**src/rtl/monitor_cuenta_if.sv**
```systemverilog
// Bus between the loadable down-counter side and monitor_cuenta.
// With MONITOR_CUENTA_IRQ_EN defined the bus also carries irq / irq_ack.
interface monitor_cuenta_if #(
    parameter int N         = 2,
    parameter int W_EVENTOS = 8
);
    logic                 habilitar;
    logic [N-1:0]         cuenta;
    logic                 fin;
    logic                 en_cero;
    logic                 estancado;
    logic [W_EVENTOS-1:0] eventos;
    logic [1:0]           estado;
`ifdef MONITOR_CUENTA_IRQ_EN
    // irq is a level request: it stays high until the consumer pulses irq_ack.
    logic                 irq;
    logic                 irq_ack;

    modport master (output habilitar, cuenta, irq_ack,
                    input  fin, en_cero, estancado, eventos, estado, irq);
    modport slave  (input  habilitar, cuenta, irq_ack,
                    output fin, en_cero, estancado, eventos, estado, irq);
`else
    modport master (output habilitar, cuenta,
                    input  fin, en_cero, estancado, eventos, estado);
    modport slave  (input  habilitar, cuenta,
                    output fin, en_cero, estancado, eventos, estado);
`endif
endinterface

```
**src/rtl/monitor_cuenta.sv**
```systemverilog
// Countdown supervisor: end-of-count pulse, zero flag, expiry counter, sticky stall flag.
// Optional latched interrupt enabled by defining MONITOR_CUENTA_IRQ_EN.
module monitor_cuenta #(
    parameter int N             = 2,
    parameter int W_EVENTOS     = 8,
    parameter int MAX_ESTANCADO = 4
) (
    input  logic             clock,
    input  logic             reset,
    monitor_cuenta_if.slave  bus
);
    localparam int SW = $clog2(MAX_ESTANCADO + 1);
    localparam logic [SW-1:0] STALL_MAX = SW'(MAX_ESTANCADO);

    typedef enum logic [1:0] {
        INACTIVO  = 2'b00,
        ESPERA    = 2'b01,
        CONTANDO  = 2'b10,
        TERMINADO = 2'b11
    } estado_t;

    estado_t              estado_q, estado_d;
    logic [N-1:0]         previo_q;
    logic [SW-1:0]        stall_q, stall_d, stall_inc;
    logic                 fin_q, fin_d;
    logic                 en_cero_q;
    logic                 estancado_q, estancado_d;
    logic [W_EVENTOS-1:0] eventos_q, eventos_d;

    assign stall_inc = stall_q + SW'(1);

    always_comb begin
        estado_d    = estado_q;
        stall_d     = stall_q;
        fin_d       = 1'b0;
        estancado_d = estancado_q;
        eventos_d   = eventos_q;
        if (!bus.habilitar) begin
            estado_d = INACTIVO;
        end else begin
            case (estado_q)
                INACTIVO: estado_d = ESPERA;
                ESPERA: begin
                    if (bus.cuenta != '0) begin
                        estado_d = CONTANDO;
                        stall_d  = '0;
                    end
                end
                CONTANDO: begin
                    if (bus.cuenta == '0) begin
                        estado_d = TERMINADO;
                        fin_d    = 1'b1;
                        stall_d  = '0;
                        if (eventos_q != '1) eventos_d = eventos_q + W_EVENTOS'(1);
                    end else if (bus.cuenta > previo_q) begin
                        stall_d = '0;
                    end else if (bus.cuenta == previo_q) begin
                        // Saturate at the threshold so a long stall cannot wrap the counter.
                        if (stall_q != STALL_MAX) begin
                            stall_d = stall_inc;
                            if (stall_inc == STALL_MAX) estancado_d = 1'b1;
                        end
                    end else begin
                        stall_d = '0;
                    end
                end
                TERMINADO: begin
                    if (bus.cuenta != '0) begin
                        estado_d = CONTANDO;
                        stall_d  = '0;
                    end
                end
                default: estado_d = INACTIVO;
            endcase
        end
    end

    always_ff @(posedge clock or negedge reset) begin
        if (!reset) begin
            estado_q    <= INACTIVO;
            previo_q    <= '0;
            stall_q     <= '0;
            fin_q       <= 1'b0;
            en_cero_q   <= 1'b0;
            estancado_q <= 1'b0;
            eventos_q   <= '0;
        end else begin
            estado_q    <= estado_d;
            previo_q    <= bus.cuenta;
            stall_q     <= stall_d;
            fin_q       <= fin_d;
            en_cero_q   <= (bus.cuenta == '0);
            estancado_q <= estancado_d;
            eventos_q   <= eventos_d;
        end
    end

`ifdef MONITOR_CUENTA_IRQ_EN
    logic irq_q;

    // A new fin beats a simultaneous acknowledge.
    always_ff @(posedge clock or negedge reset) begin
        if (!reset)            irq_q <= 1'b0;
        else if (fin_d)        irq_q <= 1'b1;
        else if (bus.irq_ack)  irq_q <= 1'b0;
    end

    assign bus.irq = irq_q;
`endif

    assign bus.fin       = fin_q;
    assign bus.en_cero   = en_cero_q;
    assign bus.estancado = estancado_q;
    assign bus.eventos   = eventos_q;
    assign bus.estado    = estado_q;
endmodule
```
**src/flat_wrapper.sv**
```systemverilog
// flat-port wrapper written by rule: the top's interface ports become plain ports
module monitor_cuenta_flat 
#(
    parameter int N             = 2,
    parameter int W_EVENTOS     = 8,
    parameter int MAX_ESTANCADO = 4
)
  (clock, reset, bus_habilitar, bus_cuenta, bus_fin, bus_en_cero, bus_estancado, bus_eventos, bus_estado);
  monitor_cuenta_if #(.N(N), .W_EVENTOS(W_EVENTOS)) bus_i ();
  input  logic clock;
  input  logic reset;
  input wire logic [$bits(bus_i.habilitar)-1:0] bus_habilitar;
  input wire logic [$bits(bus_i.cuenta)-1:0] bus_cuenta;
  output wire logic [$bits(bus_i.fin)-1:0] bus_fin;
  output wire logic [$bits(bus_i.en_cero)-1:0] bus_en_cero;
  output wire logic [$bits(bus_i.estancado)-1:0] bus_estancado;
  output wire logic [$bits(bus_i.eventos)-1:0] bus_eventos;
  output wire logic [$bits(bus_i.estado)-1:0] bus_estado;
  assign bus_i.habilitar = bus_habilitar;
  assign bus_i.cuenta = bus_cuenta;
  assign bus_fin = bus_i.fin;
  assign bus_en_cero = bus_i.en_cero;
  assign bus_estancado = bus_i.estancado;
  assign bus_eventos = bus_i.eventos;
  assign bus_estado = bus_i.estado;
  monitor_cuenta #(.N(N), .W_EVENTOS(W_EVENTOS), .MAX_ESTANCADO(MAX_ESTANCADO)) u_core (.clock(clock), .reset(reset), .bus(bus_i));
endmodule
```
**config.mk**
```make
export PLATFORM = sky130hd
export DESIGN_NAME = monitor_cuenta_flat
export DESIGN_NICKNAME = d
export VERILOG_FILES = /design/src/rtl/monitor_cuenta_if.sv /design/src/rtl/monitor_cuenta.sv /design/src/flat_wrapper.sv
export SDC_FILE = /design/constraint.sdc
export NUM_CORES = 1
export LEC_CHECK = 0
export ABC_AREA = 1
export CAP_MARGIN = 20
export CORE_AREA = 2 2 44 54
export DETAILED_ROUTE_END_ITERATION = 12
export DIE_AREA = 0 0 46 56
export GPL_ROUTABILITY_DRIVEN = 0
export PLACE_DENSITY = 0.85
export SYNTH_ARGS = -nofsm -noshare
export SYNTH_HDL_FRONTEND = slang
export SYNTH_SLANG_ARGS = --single-unit
```
**constraint.sdc**
```tcl
create_clock -name clock -period 1.3 [get_ports clock]
set_input_delay 0.26 -clock clock [delete_from_list [all_inputs] [get_ports clock]]
set_output_delay 0.26 -clock clock [all_outputs]
set_load 0.01 [all_outputs]
```
=== After elaboration in Yosys (flattened, before gate mapping) ===
Cells that the tools add are included.

* Memories kept: 0
* ROM bits: 0
* Bits in latches: 0
* Word-level logic and storage cells: 45
* Output and inout bits: 13
* Register bits: 18
* Bits of input ports: 5
* Bits in writable memories: 0

* Div/mod/pow operators: 0
* Shift-type cells: 0
* $lt $le $gt $ge: 1
* Equal/unequal tests: 11
* Add/sub/neg operators: 2
* Multiplexer cells: 13
* $mul: 0
* Bitwise logic cells: 2
* Reductions and logical operators: 9

{| class="wikitable"
|+ Operators by type and width
! kind !! count
|-
| $mux 3 || 5
|-
| $add 8x1->8 const B || 1
|-
| $ne 8x8->1 const B || 1
|-
| $reduce_and 4->1 || 2
|-
| $reduce_and 7->1 || 1
|-
| $mux 2 || 3
|-
| $ne 3x2->1 const B || 2
|-
| $pmux 2 s3 || 1
|-
| $pmux 3 s2 || 1
|-
| $ne 5x4->1 const B || 1
|-
| $eq 2x2->1 const B || 2
|-
| $logic_not 2->1 || 2
|-
| $reduce_bool 2->1 || 2
|-
| $add 3x1->3 const B || 1
|-
| $eq 3x3->1 const B || 1
|-
| $mux 1 || 3
|-
| $ne 3x3->1 const B || 1
|-
| $eq 2x1->1 const B || 1
|-
| $eq 2x2->1 || 1
|-
| $gt 2x2->1 || 1
|-
| $ne 2x1->1 const B || 1
|-
| $not 1->1 || 2
|-
| $reduce_and 2->1 || 1
|-
| $reduce_or 2->1 || 1
|}

=== Depth between registers and ports, before layout ===
* Depth in word-level cells: 6
* Gate-level depth with buffers: 8
* Depth with buffers taken out: 8

=== Worst setup path after synthesis ===
No wires, ideal clock.

* Kind: register -> register
* Start: reg u_core.eventos_q[0], in the netlist u_core.bus.eventos[0]
* End: reg u_core.eventos_q[2], in the netlist u_core.bus.eventos[2]
* Setup slack: 0.066 ns
* Library setup time: 0.123 ns
* Data required time: 1.177 ns
* Period minus slack after synthesis: 1.234 ns
* Stages on the path, launching flop included: 8
* Path buffers: 0
* Data arrival time: 1.111 ns
* Path through: dfrtp_1 > ha_1 > nand3_2 > clkinv_1 > nand2_2 > nand2_4 > nand2_1 > o21ai_1

* Word-level cells in the longest chain between the ends: 2
* Elaborated cells between the ends (all ways): 3
* Those cells by class: add/sub (1); eq/ne (1); reduce/logical (1)

{| class="wikitable"
|+ Ends and longest elaborated chain
! what !! line !! source
|-
| from (decl) || monitor_cuenta.sv:28 || <nowiki>logic [W_EVENTOS-1:0] eventos_q, eventos_d;</nowiki>
|-
| from (signal assigned) || monitor_cuenta.sv:94 || <nowiki>eventos_q <= eventos_d;</nowiki>
|-
| branches (longest 2 deep; another with $add 8x1->8) || n/a ||
|}

Several ways; the timed one is not identified.
A chain may end at the register's enable or synchronous reset.

=== Worst setup path after layout ===
* Start: reg u_core.previo_q[0]
* End: reg u_core.stall_q[0]

* Word-level cells in the longest chain between the ends: 5
* Elaborated cells between the ends (all ways): 8
* Those cells by class: order compare (1); eq/ne (2); mux (4); reduce/logical (1)

{| class="wikitable"
|+ Ends and longest elaborated chain
! what !! line !! source
|-
| from (decl) || monitor_cuenta.sv:23 || <nowiki>logic [N-1:0] previo_q;</nowiki>
|-
| from (signal assigned) || monitor_cuenta.sv:89 || <nowiki>previo_q <= bus.cuenta;</nowiki>
|-
| $eq 2x2->1 || monitor_cuenta.sv:57 || <nowiki>end else if (bus.cuenta == previo_q) begin</nowiki>
|-
| $mux 3 || monitor_cuenta.sv:57 ||
|-
| $mux 3 || monitor_cuenta.sv:55 || <nowiki>end else if (bus.cuenta > previo_q) begin</nowiki>
|-
| $mux 3 || monitor_cuenta.sv:50 || <nowiki>if (bus.cuenta == '0) begin</nowiki>
|-
| $pmux 3 s2 || monitor_cuenta.sv:41 || <nowiki>case (estado_q)</nowiki>
|-
| to (signal assigned) || monitor_cuenta.sv:90 || <nowiki>stall_q <= stall_d;</nowiki>
|-
| to (decl) || monitor_cuenta.sv:24 || <nowiki>logic [SW-1:0] stall_q, stall_d, stall_inc;</nowiki>
|}

Parallel ways exist; a longest one is shown, timed or not.

==> summary.md <==
| Metric | Value |
|---|---|
| Violated checks | setup timing |
| Initial core utilization | 49.1% |
| Startpoint type of the worst setup path | register |
| Fin nets | 177 |
| Syn nets | 134 |
| WP data required | 1520 ps |
| Status | finished, violations left |
| Clock Skew | 5.49 ps |
| Placed inst area | 1280 um2 |
| Unrepaired setup endpoints after global routing | yes |
| Power Total | 1.35 mW |
| Worst VDD drop | 0.00101 V |
| Netlist cell types | 21 |
| Initial antenna violation count | 0 |
| Min Tclk post-route | around 1300 ps |
| Reg2Reg Capture Point | u_core.stall_q[0]$_DFFE_PN0P_ |
| R2R depth | 7 |
| Die Y-Extent | 56 um |
| Top FF cell, synth | dfrtp_1 |
| Vias in the first global route | 900 |
| Final hold vios | 0 |
| Seq/Total Area, Yosys | 45.3% |
| Static leakage | about 0.78 nW |
| Setup WS post-layout | -13.6 ps |
| Die X | 46 um |
| Internal cell power | 927 uW |
| DR iter-0 viols | 29 |
| IO Port Bufs | 17 |
| Setup violators final | 1 |
| Routed vias/inst | 5.18 |
| Yosys reg bits | 18 |
| Number of hold buffers added after cts | 0 |
| P_sw | roughly 420 uW |
| Multi-input gate area | approximately 550 um2 |
| Post-synth ARST share | 100% |
| Final Cycle Share | 101% |
| Clock Sinks | 18 |
| Crit path kind | reg -> reg |
| GRT Overall Usage | 19.0% |
| Comb pwr share | 31.2% |
| I/O Pins | 18 |
| DIE AREA | 2580 um2 |
| H-tree levels | 1 |
| Grt ovf | 0 |
| Sequential Area | 450 um2 |
| Core area | between 2000 and 2500 um2 |
| Placed insts | between 150 and 200 |
| CTS tree | yes |
| Slew HR | 84.2% |
| Layout Cell Area excl Fill | ~1400 um2 |
| Later-pin clock latency in the skew report | 300 ps |
| Yosys warns | 0 |
| Mean Syn Cell Area | around 8.1 um2 |
| CTS max path bufs | 2 |
| Mapped Area | 995 um2 |
| Max_cap viols | 0 |
| CP max FO | 6 |
| Placement row count | 18 |
| DR WL/cell | ~13 um |
| Final Non-Filler Cells | ~180 |
| Pwr dens | roughly 940 nW/um2 |
| R2R Path Start | u_core.previo_q[0]$_DFF_PN0_ |
| Least-Margin Pin Slew | between 200 and 250 ps |
| EDFF count, synth | 0 |
| Clk root buf | clkbuf_4 |
| Final wirelength | 2440 um |
| Drt first pass iters | 4 |
| Largest net degree at the start of global routing | 19 |
| Num CTS Buffers | 3 |
| Via count | 953 |
| DRC errors left | 0 |
| Proportion of layout cells with a drive suffix above 1 | 26.8% |
| Hold slack | 283 ps |
| Crit end category | register |
| Area Overhead vs Synth | 43.9% |
| Sequential power share | around 48% |
| Cell count after synthesis | 123 |
| Reg2Reg Setup Slack | -10 ps |
| Switching share of power | between 30 and 40% |
| Data arrival time of the worst path | 1540 ps |
| Detail Route Antenna Nets | 0 |
| Detailed Place HPWL | about 1600 um |
| CTS clk-pin slew, worst paths | 100 ps |
| First-pass GRT wire length | 3660 um |
| Worst Hold Class | in -> async |
| Clock power frac | 20.7% |
| Antenna cells | 0 |
| Fmax | 0.761 GHz |
| Fillers | 166 |
| Pins over their slew limit | 0 |
[power groups by stage]
| stage | clock [mW] | combinational, mW | sequential, mW |
|---|---|---|---|
| after floorplan | 0 | 0.125 | 0.683 |
| after global placement | 0 | 0.313 | 0.656 |
| after detailed placement | 0 | 0.325 | 0.659 |
| after CTS | 0.273 | 0.365 | 0.649 |
| after global routing | 0.293 | 0.458 | 0.654 |
| final | 0.279 | 0.421 | 0.649 |
[how the worst max path moves through the flow]
stage | slack (ps) | depth (start not counted) | to | startpoint
floorplan | 70 | 7 | u_core.bus.eventos[2]$_DFFE_PN0P_ | u_core.bus.eventos[0]$_DFFE_PN0P_
global placement | -350 | 9 | u_core.stall_q[0]$_DFFE_PN0P_ | bus_cuenta[0]
detailed placement | -480 | 9 | u_core.stall_q[0]$_DFFE_PN0P_ | bus_cuenta[0]
CTS | 6 | 1 | bus_eventos[0] | u_core.bus.eventos[0]$_DFFE_PN0P_
global route | -60 | 7 | u_core.stall_q[0]$_DFFE_PN0P_ | u_core.previo_q[0]$_DFF_PN0_
finish | -10 | 7 | u_core.stall_q[0]$_DFFE_PN0P_ | u_core.previo_q[0]$_DFF_PN0_
[placed cells by master (no fill, tap or decap), drive strengths merged, types with 2 or more instances in the layout]
cell type       n
buf            20
clkbuf          3
clkdlybuf4s50   2
dfrtp          18
dlygate4sd2    13
ha              6
inv            18
nand2          53
nand3           9
nor2           10
o21ai           5
xnor2           2
[layer usage]
layer / routed length [um] / track usage, %
met2: 1390 / 33.9
met5: 0 / 0
met3: 87 / 1.95
met1: 903 / 20.8
met4: 64 / 8.98
[flip-flops by register name (all words and copies together) (netlist names)]
signal and cells:
u_core.stall_q 3, u_core.bus.estancado 1, u_core.previo_q 2, u_core.bus.fin 1, u_core.bus.eventos 8, u_core.bus.en_cero 1
u_core.bus.estado 2
[cells in the mapped netlist (2+ instances only)]
cell type	instances	area share (%)
dfrtp_1	18	45
nand3_1	7	3.5
o21ai_1	4	2.0
inv_1	15	5.7
nand2_2	4	2.5
xnor2_1	2	1.8
nor2_2	3	1.9
ha_1	6	7.5
nor2_1	6	2.3
nand2_1	47	18
[critical path, stage by stage, from the launching register on]
cell and delay, ps:
dfrtp_1 420, ha_4 290, nand2_4 50, nor2_4 100, nand2_1 70, nand2_2 120, nand2_1 80, o21ai_1 100
[through the flow]
stage	util (%)	setup slack, ps	TNS [ps]
final	70.6	-13.6	-13.6
after detailed placement	63.1	-484	-3800
after global routing	70.6	-57.9	-147
after floorplan	-	65.9	0
after global placement	63.1	-352	-2920
after CTS	66.9	6.18	0
[area by class of cell]
class                           count  area share [%]
Timing Repair Buffer               37            21.7
Clock buffer                        3            1.57
Inverter                           18            5.07
Sequential cell                    18            31.5
Multi-Input combinational cell     88            38.5
Tap cell                           20            1.75
[repair_timing]
item / 4_1_cts / 5_1_grt
pin swaps: 4 / 4
setup buffers: 4 / 4
gates cloned: 0 / 1
endpoints found under the setup margin: 17 / 12
resized for setup: 22 / 9
[logic make-up after synthesis]
group	Yosys count	synth area share, %
AOI/OAI and AO/OA	6	3.02
xor gates and xnor gates	3	2.64
adders and majority gates	6	7.55
DFF	18	45.3
and+or+nand+nor	72	34.5
buffers and inverters	18	7.04
No activity file was read; power rests on OpenSTA's default activity.
